**src/rtl/fifo_sync_param.sv**
```systemverilog
// fifo_sync_param: single-clock FIFO with occupancy count, level thresholds and sticky error flags.
// Define FIFO_FWFT_EN for first-word-fall-through reads; the default build uses a registered RDATA.
module fifo_sync_param #(
   parameter int DSIZE    = 16,
   parameter int ASIZE    = 4,
   parameter int AF_LEVEL = 12,
   parameter int AE_LEVEL = 4
) (
   input  logic             CLK,
   input  logic             RST,
   input  logic [DSIZE-1:0] WDATA,
   input  logic             WINC,
   input  logic             RINC,
   output logic [DSIZE-1:0] RDATA,
   output logic             REMPTY,
   output logic             WFULL,
   output logic             AEMPTY,
   output logic             AFULL,
   output logic [ASIZE:0]   COUNT,
   output logic             OVF,
   output logic             UDF
);
   localparam int DEPTH = 1 << ASIZE;
   logic [DSIZE-1:0] mem_q [DEPTH];
   logic [ASIZE-1:0] wptr_q, rptr_q;
   logic [ASIZE:0]   count_q, count_d;
   logic             ovf_q, udf_q, wr_ok, rd_ok;
   assign REMPTY = count_q == '0;
   assign WFULL  = count_q == (ASIZE+1)'(DEPTH);
   assign AFULL  = count_q >= (ASIZE+1)'(AF_LEVEL);
   assign AEMPTY = count_q <= (ASIZE+1)'(AE_LEVEL);
   assign COUNT  = count_q;
   assign OVF    = ovf_q;
   assign UDF    = udf_q;
   // A read frees a slot in the same edge, so a full FIFO still accepts a paired write.
   assign rd_ok   = RINC & ~REMPTY;
   assign wr_ok   = WINC & (~WFULL | rd_ok);
   assign count_d = count_q + {{ASIZE{1'b0}}, wr_ok} - {{ASIZE{1'b0}}, rd_ok};
   always_ff @(posedge CLK) begin
      if (wr_ok) mem_q[wptr_q] <= WDATA;
   end
   always_ff @(posedge CLK or posedge RST) begin
      if (RST) begin
         wptr_q  <= '0;
         rptr_q  <= '0;
         count_q <= '0;
         ovf_q   <= 1'b0;
         udf_q   <= 1'b0;
      end else begin
         wptr_q  <= wr_ok ? wptr_q + 1'b1 : wptr_q;
         rptr_q  <= rd_ok ? rptr_q + 1'b1 : rptr_q;
         count_q <= count_d;
         ovf_q   <= ovf_q | (WINC & WFULL & ~rd_ok);
         udf_q   <= udf_q | (RINC & REMPTY);
      end
   end
`ifdef FIFO_FWFT_EN
   assign RDATA = mem_q[rptr_q];
`else
   logic [DSIZE-1:0] rdata_q;
   always_ff @(posedge CLK or posedge RST) begin
      if (RST) rdata_q <= '0;
      else if (rd_ok) rdata_q <= mem_q[rptr_q];
   end
   assign RDATA = rdata_q;
`endif
endmodule

```
**config.mk**
```make
export PLATFORM = sky130hd
export DESIGN_NAME = fifo_sync_param
export DESIGN_NICKNAME = d
export VERILOG_FILES = /design/src/rtl/fifo_sync_param.sv
export SDC_FILE = /design/constraint.sdc
export NUM_CORES = 1
export LEC_CHECK = 0
export ABC_AREA = 1
export BUFFER_PORTS_ARGS = -buffer_cell sky130_fd_sc_hd__buf_2
export CAP_MARGIN = 20
export CORE_AREA = 3 3 154 156
export DETAILED_ROUTE_END_ITERATION = 10
export DIE_AREA = 0 0 157 159
export GPL_TIMING_DRIVEN = 0
export MAX_ROUTING_LAYER = met4
export PLACE_DENSITY = 0.81
export SLEW_MARGIN = 25
export SYNTH_ARGS = -nofsm -noshare
export SYNTH_HDL_FRONTEND = slang
export SYNTH_SLANG_ARGS = --single-unit
```
**constraint.sdc**
```tcl
create_clock -name CLK -period 2.35 [get_ports CLK]
set_clock_uncertainty 0.2 [all_clocks]
set_input_delay 0.235 -clock CLK [delete_from_list [all_inputs] [get_ports CLK]]
set_output_delay 0.235 -clock CLK [all_outputs]
set_load 0.05 [all_outputs]
```
# Word level (Yosys, flattened, before mapping)
# Memories as Yosys holds them, arrays and structs flattened. A register that Yosys moved wholly into a read port is not among the register bits.
# Cells that the tools add are included.
# W data, S select, Z words.
[word_totals] elab_cells=27 mem_bits_rw=256 regBits=15 memories=1 out_inout_bits=27
[op_classes] n_mux=2 n_reduce_logical=1 eq_ne=1 order_cmp=2 bitwise_logic=11 n_addsub=4
[mem_list] name="mem_q" words=16 word_bits=16 rd=1 rd_clocked_by_memory_dff=1 write_ports=1 line="24" text="logic [DSIZE-1:0] mem_q [DEPTH];"
[op_table] op="$add A4 B1 Y4 const B" count=2
[op_table] op="$add A5 B1 Y5" count=1
[op_table] op="$and A1 B1 Y1" count=5
[op_table] op="$eq A5 B5 Y1 const B" count=1
[op_table] op="$ge A5 B4 Y1 const B" count=1
[op_table] op="$le A5 B3 Y1 const B" count=1
[op_table] op="$logic_not A5 Y1" count=1
[op_table] op="$sub A5 B1 Y5" count=1
[op_table] op="$not A1 Y1" count=3
[op_table] op="$or A1 B1 Y1" count=3
[op_table] op="$mux W1" count=2

# Logic depth before layout (Yosys ltp)
# Gate-level depths: netlist of the first run.
[depth] word_depth=7 mapped_depth=15 mapped_depth_nobuf=15

# Worst setup path before layout of the first run
# No wires, ideal clock.
[synth_path] path_type="register to register" from="register count_q[3], in the netlist COUNT[3]" to="register count_q[4], in the netlist COUNT[4]" arrival_ns=3.134 path_buffers=0 setup_ns=0.079 slack_ns=-1.064 stages_incl_launch_ff=16 required_time_ns=2.071 path_cell_list="dfrtp_1 -> inv_1 -> ha_1 -> nand2_1 -> nor2_1 -> nand2_1 -> nand2_2 -> inv_2 -> nand2_1 -> nand2_1 -> ha_1 -> fa_1 -> a21oi_1 -> nor2_1 -> nor2_1 -> xor2_1"
[synth_lines] item="from (decl)" line="26" text="logic [ASIZE:0] count_q, count_d;"
[synth_lines] item="from (signal assigned)" line="52" text="count_q <= count_d;"
[synth_lines] item="$eq A5 B5 Y1" line="29" text="assign WFULL = count_q == (ASIZE+1)'(DEPTH);"
[synth_lines] item="via WFULL" line="16" text="output logic WFULL,"
[synth_lines] item="$not A1 Y1" line="37" text="assign wr_ok = WINC & (~WFULL | rd_ok);"
[synth_lines] item="$or A1 B1 Y1" line="37"
[synth_lines] item="$and A1 B1 Y1" line="37"
[synth_lines] item="$add A5 B1 Y5" line="38" text="assign count_d = count_q + {{ASIZE{1'b0}}, wr_ok} - {{ASIZE{1'b0}}, rd_ok};"
[synth_lines] item="$sub A5 B1 Y5" line="38"
[synth_lines] item="via count_d[4]" line="26"
# The timed path passes the listed nets, and every way through them passes these cells.
# A chain may end at the register's enable or synchronous reset.

# Worst setup path in the final report of the first run
[layout_path] from="register count_q[1], in the netlist COUNT[1]" to="register count_q[4], in the netlist COUNT[4]"
[layout_between] elab_chain_len=7
[layout_lines] item="$logic_not A5 Y1" line="28" text="assign REMPTY = count_q == '0;"
[layout_lines] item="$not A1 Y1" line="36" text="assign rd_ok = RINC & ~REMPTY;"
[layout_lines] item="$and A1 B1 Y1" line="36"
[layout_lines] item="$or A1 B1 Y1" line="37"
[layout_lines] item="$and A1 B1 Y1" line="37"
[layout_lines] item="$add A5 B1 Y5" line="38"
[layout_lines] item="$sub A5 B1 Y5 *" line="38"
[layout_lines] item="via count_d[4]" line="26"
# The timed path passes the listed nets; every way through them passes the cells marked *.

==> results.sh, run 1 <==
export IMPL_outcome="finished with violations"
export IMPL_violations="negative setup slack"
export IMPL_die_y_um=159
export IMPL_syn_area_um2=12500
export IMPL_grtUsageTotal=0.270
export IMPL_clk_latency_ps=550
export IMPL_nets=1365
export IMPL_grt_max_degree=32
export IMPL_core_area_um2=22500
export IMPL_fin_util=0.656
export IMPL_ys_top_cells_by_area="edfxtp_1 (62%), nand2_1 (12%), nand3_1 (7.9%)"
export IMPL_power_uw=18900
export IMPL_start_util=0.554
export IMPL_syn_to_final_growth_pct=18.6
export IMPL_drc_errors=0
export IMPL_clock_sinks=287
export IMPL_max_freq_mhz=403
export IMPL_worst_slack_ps=-129
export IMPL_antenna_found_initial=0
export IMPL_wl_per_cell_um=20.3
export IMPL_cp_required_ps=2620
export IMPL_synth_nets=1242
export IMPL_cts_buffer_depth=3
export IMPL_final_hold_viol_count=0
export IMPL_ant_nets=0
export IMPL_routed_wl_um=33300
export IMPL_final_area_um2=14800
export IMPL_via_per_inst=5.61
export IMPL_port_buffers=46
export IMPL_gp_congestion=1.07
export IMPL_finalSetupViolCount=12
export IMPL_drive_gt1_frac=0.150
export IMPL_yosys_area_top_type_share=0.617
export IMPL_row_count=55
export IMPL_drt_iter0_markers=1234
export IMPL_htree_levels=1
export IMPL_dp_hpwl_um=20100
export IMPL_hold_class="input port to async pin"
export IMPL_dieArea_um2=25000
export IMPL_period_share=1.05
export IMPL_drt_pass1_iter_count=5
export IMPL_cts_tree="done"
export IMPL_placed_area_um2=13200
export IMPL_vias=9184
export IMPL_timing_setup_tns_ps=-236
export IMPL_overflow=0
export IMPL_end_kind="flip-flop"
export IMPL_rsz0062_at_grt="yes"
export IMPL_cts_inserted_buffers=29
export IMPL_peakVddDrop_uv=828
export IMPL_mostFrequentLayoutCells="nand2_1 (396), edfxtp_1 (256), inv_1 (203), nand3_1 (195), buf_2 (77)"
export IMPL_drv_slew=0
export IMPL_yosysSeqAreaShare=0.679
export IMPL_layout_min_cycle_time_ps=2480
export IMPL_synth_cell_types=22
export IMPL_grt_pass1_wl_um=49900
export IMPL_avgSynthCellArea_um2=10.3
export IMPL_p_leak_uw=0.00652
export IMPL_power_density_nw_per_um2=1280
export IMPL_synth_cells=1207
export IMPL_maxCapViolCount=0
export IMPL_clk_pin_slew_ps=60
export IMPL_synth_top_cell_by_area="edfxtp_1"
export IMPL_ys_ff_latch=287
export IMPL_arrival_ps=2740
export IMPL_pin_count=47
export IMPL_crit_type="flip-flop to flip-flop"
export IMPL_cp_start_kind="flip-flop"
export IMPL_antennaDiodeCount=0
export IMPL_grt_pass1_vias=9167
export IMPL_cts_root_buf="clkbuf_16"
export IMPL_layout_commonest_cell="nand2_1"
export IMPL_yosys_warnings=0
export IMPL_cp_max_fo=4
export IMPL_die_w_um=157
export IMPL_worstMarginPinSlew_ps=701
export IMPL_slew_headroom=0.533
report_power, final:
group	switching [uW]	internal (uW)
registers	330	6300
clock network	1920	2650
logic	5510	2190
metrics by stage:
step,cells,worst slack (ps),hold slack [ps]
floorplan,1207,-350,134
CTS,1625,-77.9,161
global route,1638,-206,225
finish,1638,-129,175
global placement,1538,-340,255
detailed placement,1538,-402,181
layout make-up:
| class | instances | area (um^2) |
|---|---|---|
| fill | 1527 | 7730 |
| timing repair buffer | 93 | 788 |
| sequential | 287 | 8470 |
| clock inverter | 18 | 169 |
| multi-input combinational | 654 | 3130 |
| buffer | 55 | 292 |
| inverter | 210 | 796 |
| tap | 285 | 357 |
| clock buffer | 36 | 772 |
cells in the mapped netlist (all sizes together):
master,n
nand2,404
nor2,22
nand3,196
o21bai,2
o21ai,2
xor2,8
a21oi,2
a221o,1
ha,14
buf,48
edfxtp,256
a32o,1
xnor2,1
dfrtp,31
clkbuf,8
fa,1
inv,210
flip-flops by register name, summed over array words and instances (netlist names):
signal,count
COUNT,5
OVF,1
RDATA,16
UDF,1
mem_q,256
rptr_q,4
wptr_q,4
worst max-delay path: stages (launching register included):
cell	delay, ps
dfrtp_2	450
nor2_4	220
nand2_4	70
nor2_4	140
nand2_2	90
nand2_4	80
inv_4	40
nand2_2	50
nand2_2	60
ha_4	160
fa_2	360
a21oi_2	130
nor2_1	60
nor2_1	110
xor2_1	160
cell families after synthesis:
group                    count (synthesis)  synth area share
XOR/XNOR                                 9           0.00633
AO/OA/AOI/OAI                            8           0.00442
AND/OR/NAND/NOR                        622             0.208
buffers and inverters                  266            0.0865
adder cells (fa/ha/maj)                 15            0.0157
flip-flops                             287             0.679
layer usage:
layer,GRT usage,vias up,routed length [um]
met1,0.323,4355,11600
met3,0.0508,146,3280
met4,0.146,0,2130
met5,-,-,0
met2,0.434,567,16300
li1,-,4116,-
path summary, 6_finish.rpt:
kind	from	to	slack (ps)	depth (start not counted)
setup reg to reg	COUNT[1]$_DFF_PP0_	COUNT[4]$_DFF_PP0_	-130	14
hold / removal	RST	wptr_q[1]$_DFFE_PP0P_	180	3
setup / recovery	COUNT[1]$_DFF_PP0_	COUNT[4]$_DFF_PP0_	-130	14
max in group asynchronous	RST	COUNT[3]$_DFF_PP0_	1290	3
min in group CLK	RDATA[5]$_DFFE_PP0N_	RDATA[5]$_DFFE_PP0N_	280	2
hold reg to reg	RDATA[5]$_DFFE_PP0N_	RDATA[5]$_DFFE_PP0N_	280	2
what timing repair did:
item	CTS	global route
hold buffers	19	0
setup buffers	15	13
endpoints found under the hold margin	303	0
pin swaps	17	17
endpoints found under the setup margin	239	132
gates resized for setup	22	11
Power figures use the tool's default switching activity.
==> run 2, diff against run 1 <==
==> constraint.sdc (replaced) <==
create_clock -name CLK -period 2.35 [get_ports CLK]
set_clock_uncertainty 0.2 [all_clocks]
set_input_delay 0.3525 -clock CLK [delete_from_list [all_inputs] [get_ports CLK]]
set_output_delay 0.3525 -clock CLK [all_outputs]
set_load 0.05 [all_outputs]
==> run 2 against run 1 <==
The flow finishes with violations (design-rule violations, negative setup slack). Core utilization down 0.80 points. Worst hold slack worse by 160 ps. Maximum frequency about the same. Worst setup slack improved by 1.5 ps. Clock power about the same. Count of clock-buffer cells in the layout unchanged. Critical path type unchanged. Global-route usage down 0.40 points. Sequential power is essentially flat. Routed wire length is 1.5% lower. Combinational power shrank 0.5%.
==> results.sh, run 2 (synthesized netlist as in run 1, its figures left out) <==
export IMPL_outcome="finished with violations"
export IMPL_violations="design-rule violations, negative setup slack"
export IMPL_nFillCells=1546
export IMPL_final_area_um2=14600
export IMPL_die_w_um=157
export IMPL_via_per_inst=5.58
export IMPL_clock_sinks=287
export IMPL_drt_iter0_markers=1110
export IMPL_syn_to_final_growth_pct=17.1
export IMPL_max_freq_mhz=404
export IMPL_cts_buffer_depth=3
export IMPL_antenna_found_initial=0
export IMPL_fin_util=0.648
export IMPL_cp_max_fo=6
export IMPL_cts_inserted_buffers=29
export IMPL_finalSetupViolCount=1
export IMPL_mostFrequentLayoutCells="nand2_1 (396), edfxtp_1 (256), inv_1 (203), nand3_1 (195), buf_2 (74)"
export IMPL_start_util=0.554
export IMPL_slew_headroom=0.535
export IMPL_regMostFlops="mem_q"
export IMPL_port_buffers=46
export IMPL_grt_pass1_vias=9035
export IMPL_worst_slack_ps=-127
export IMPL_grtUsageTotal=0.266
export IMPL_clk_latency_ps=550
export IMPL_largest_reg_flops=256
export IMPL_path_cells="inv_2 -> ha_4 -> nand2_4 -> nor2_4 -> nand2_2 -> nand2_4 -> inv_4 -> nand2_2 -> nand2_2 -> ha_4 -> fa_2 -> a21oi_2 -> nor2_1 -> nor2_1 -> xor2_1"
export IMPL_final_hold_viol_count=0
export IMPL_routed_wl_um=32800
export IMPL_grt_pass1_wl_um=49200
export IMPL_pin_count=47
export IMPL_core_area_um2=22500
export IMPL_crit_type="flip-flop to flip-flop"
export IMPL_overflow=0
export IMPL_worstMarginPinSlew_ps=697
export IMPL_cp_common_cell="nand2_2"
export IMPL_antennaDiodeCount=0
export IMPL_peakVddDrop_uv=846
export IMPL_nets=1347
export IMPL_crit_buf_inv=2
export IMPL_dieArea_um2=25000
export IMPL_grt_max_degree=32
export IMPL_cp_required_ps=2620
export IMPL_cp_start_kind="flip-flop"
export IMPL_drt_pass1_iter_count=9
export IMPL_timing_setup_tns_ps=-127
export IMPL_hold_class="input port to flip-flop"
export IMPL_vias=9047
export IMPL_power_density_nw_per_um2=1290
export IMPL_period_share=1.05
export IMPL_die_y_um=159
export IMPL_wl_per_cell_um=20.2
export IMPL_htree_levels=1
export IMPL_ant_nets=0
export IMPL_placed_area_um2=13200
export IMPL_end_kind="flip-flop"
export IMPL_clk_pin_slew_ps=70
export IMPL_cts_tree="done"
export IMPL_row_count=55
export IMPL_crit_slowest_cell="dfrtp_2"
export IMPL_p_leak_uw=0.00644
export IMPL_layout_commonest_cell="nand2_1"
export IMPL_maxCapViolCount=0
export IMPL_crit_path_max_incr_delay_ps=410
export IMPL_drv_slew=0
export IMPL_arrival_ps=2740
export IMPL_drive_gt1_frac=0.151
export IMPL_drc_errors=1
export IMPL_layout_min_cycle_time_ps=2480
export IMPL_dp_hpwl_um=20100
export IMPL_critPathTopFamily="simple AND/OR/NAND/NOR gates"
export IMPL_rsz0062_at_grt="yes"
export IMPL_cts_root_buf="clkbuf_16"
export IMPL_gp_congestion=1.07
## run 2: final timing paths
| path | from | end | slack, ps | cells past startpoint |
|---|---|---|---|---|
| setup / recovery | COUNT[2]$_DFF_PP0_ | COUNT[4]$_DFF_PP0_ | -130 | 15 |
| hold / removal | WDATA[0] | mem_q[13][0]$_DFFE_PP_ | 10 | 1 |
| hold reg to reg | UDF$_DFF_PP0_ | UDF$_DFF_PP0_ | 270 | 1 |
| max in group asynchronous | RST | COUNT[0]$_DFF_PP0_ | 1190 | 3 |
| setup reg to reg | COUNT[2]$_DFF_PP0_ | COUNT[4]$_DFF_PP0_ | -130 | 15 |
| min in group asynchronous | RST | wptr_q[1]$_DFFE_PP0P_ | 260 | 3 |
## run 2: metrics by stage
stage	std cells	hold WS [ps]	power, uW	setup slack, ps
after global routing	1620	14.2	19700	-197
after CTS	1609	2.54	18400	-77.9
final	1620	10.8	18800	-127
after floorplan	1207	251	11400	-350
after global placement	1538	255	13400	-340
after detailed placement	1538	262	13600	-402
## run 2: layer usage
| layer | up-vias | wire [um] | global-route usage |
|---|---|---|---|
| met5 | - | 0 | - |
| met4 | 0 | 1870 | 0.142 |
| met3 | 131 | 3230 | 0.0633 |
| met2 | 491 | 16300 | 0.423 |
| met1 | 4341 | 11400 | 0.315 |
| li1 | 4084 | - | - |
## run 2: report_power, final
| group | switching (uW) | total (uW) | internal, uW |
|---|---|---|---|
| Combinational | 5480 | 7660 | 2180 |
| Clock | 1910 | 4570 | 2650 |
| Sequential | 311 | 6610 | 6300 |
## run 2: layout make-up
type	count	area, um^2	area share
clock buffers	36	772	0.0529
inverters	210	796	0.0545
well taps	285	357	0.0244
clock inverters	18	169	0.0116
flip-flops and latches	287	8470	0.580
repair buffers	75	618	0.0424
plain buffers	55	294	0.0202
multi-input cells	654	3120	0.214
## run 2: what timing repair did
action                                  4_1_cts  5_1_grt
endpoints found under the setup margin      240      138
hold buffers                                  3        0
resized for setup                            24       11
pin swaps                                    17       18
hold endpoints to repair                     34        0
setup buffers                                15       11
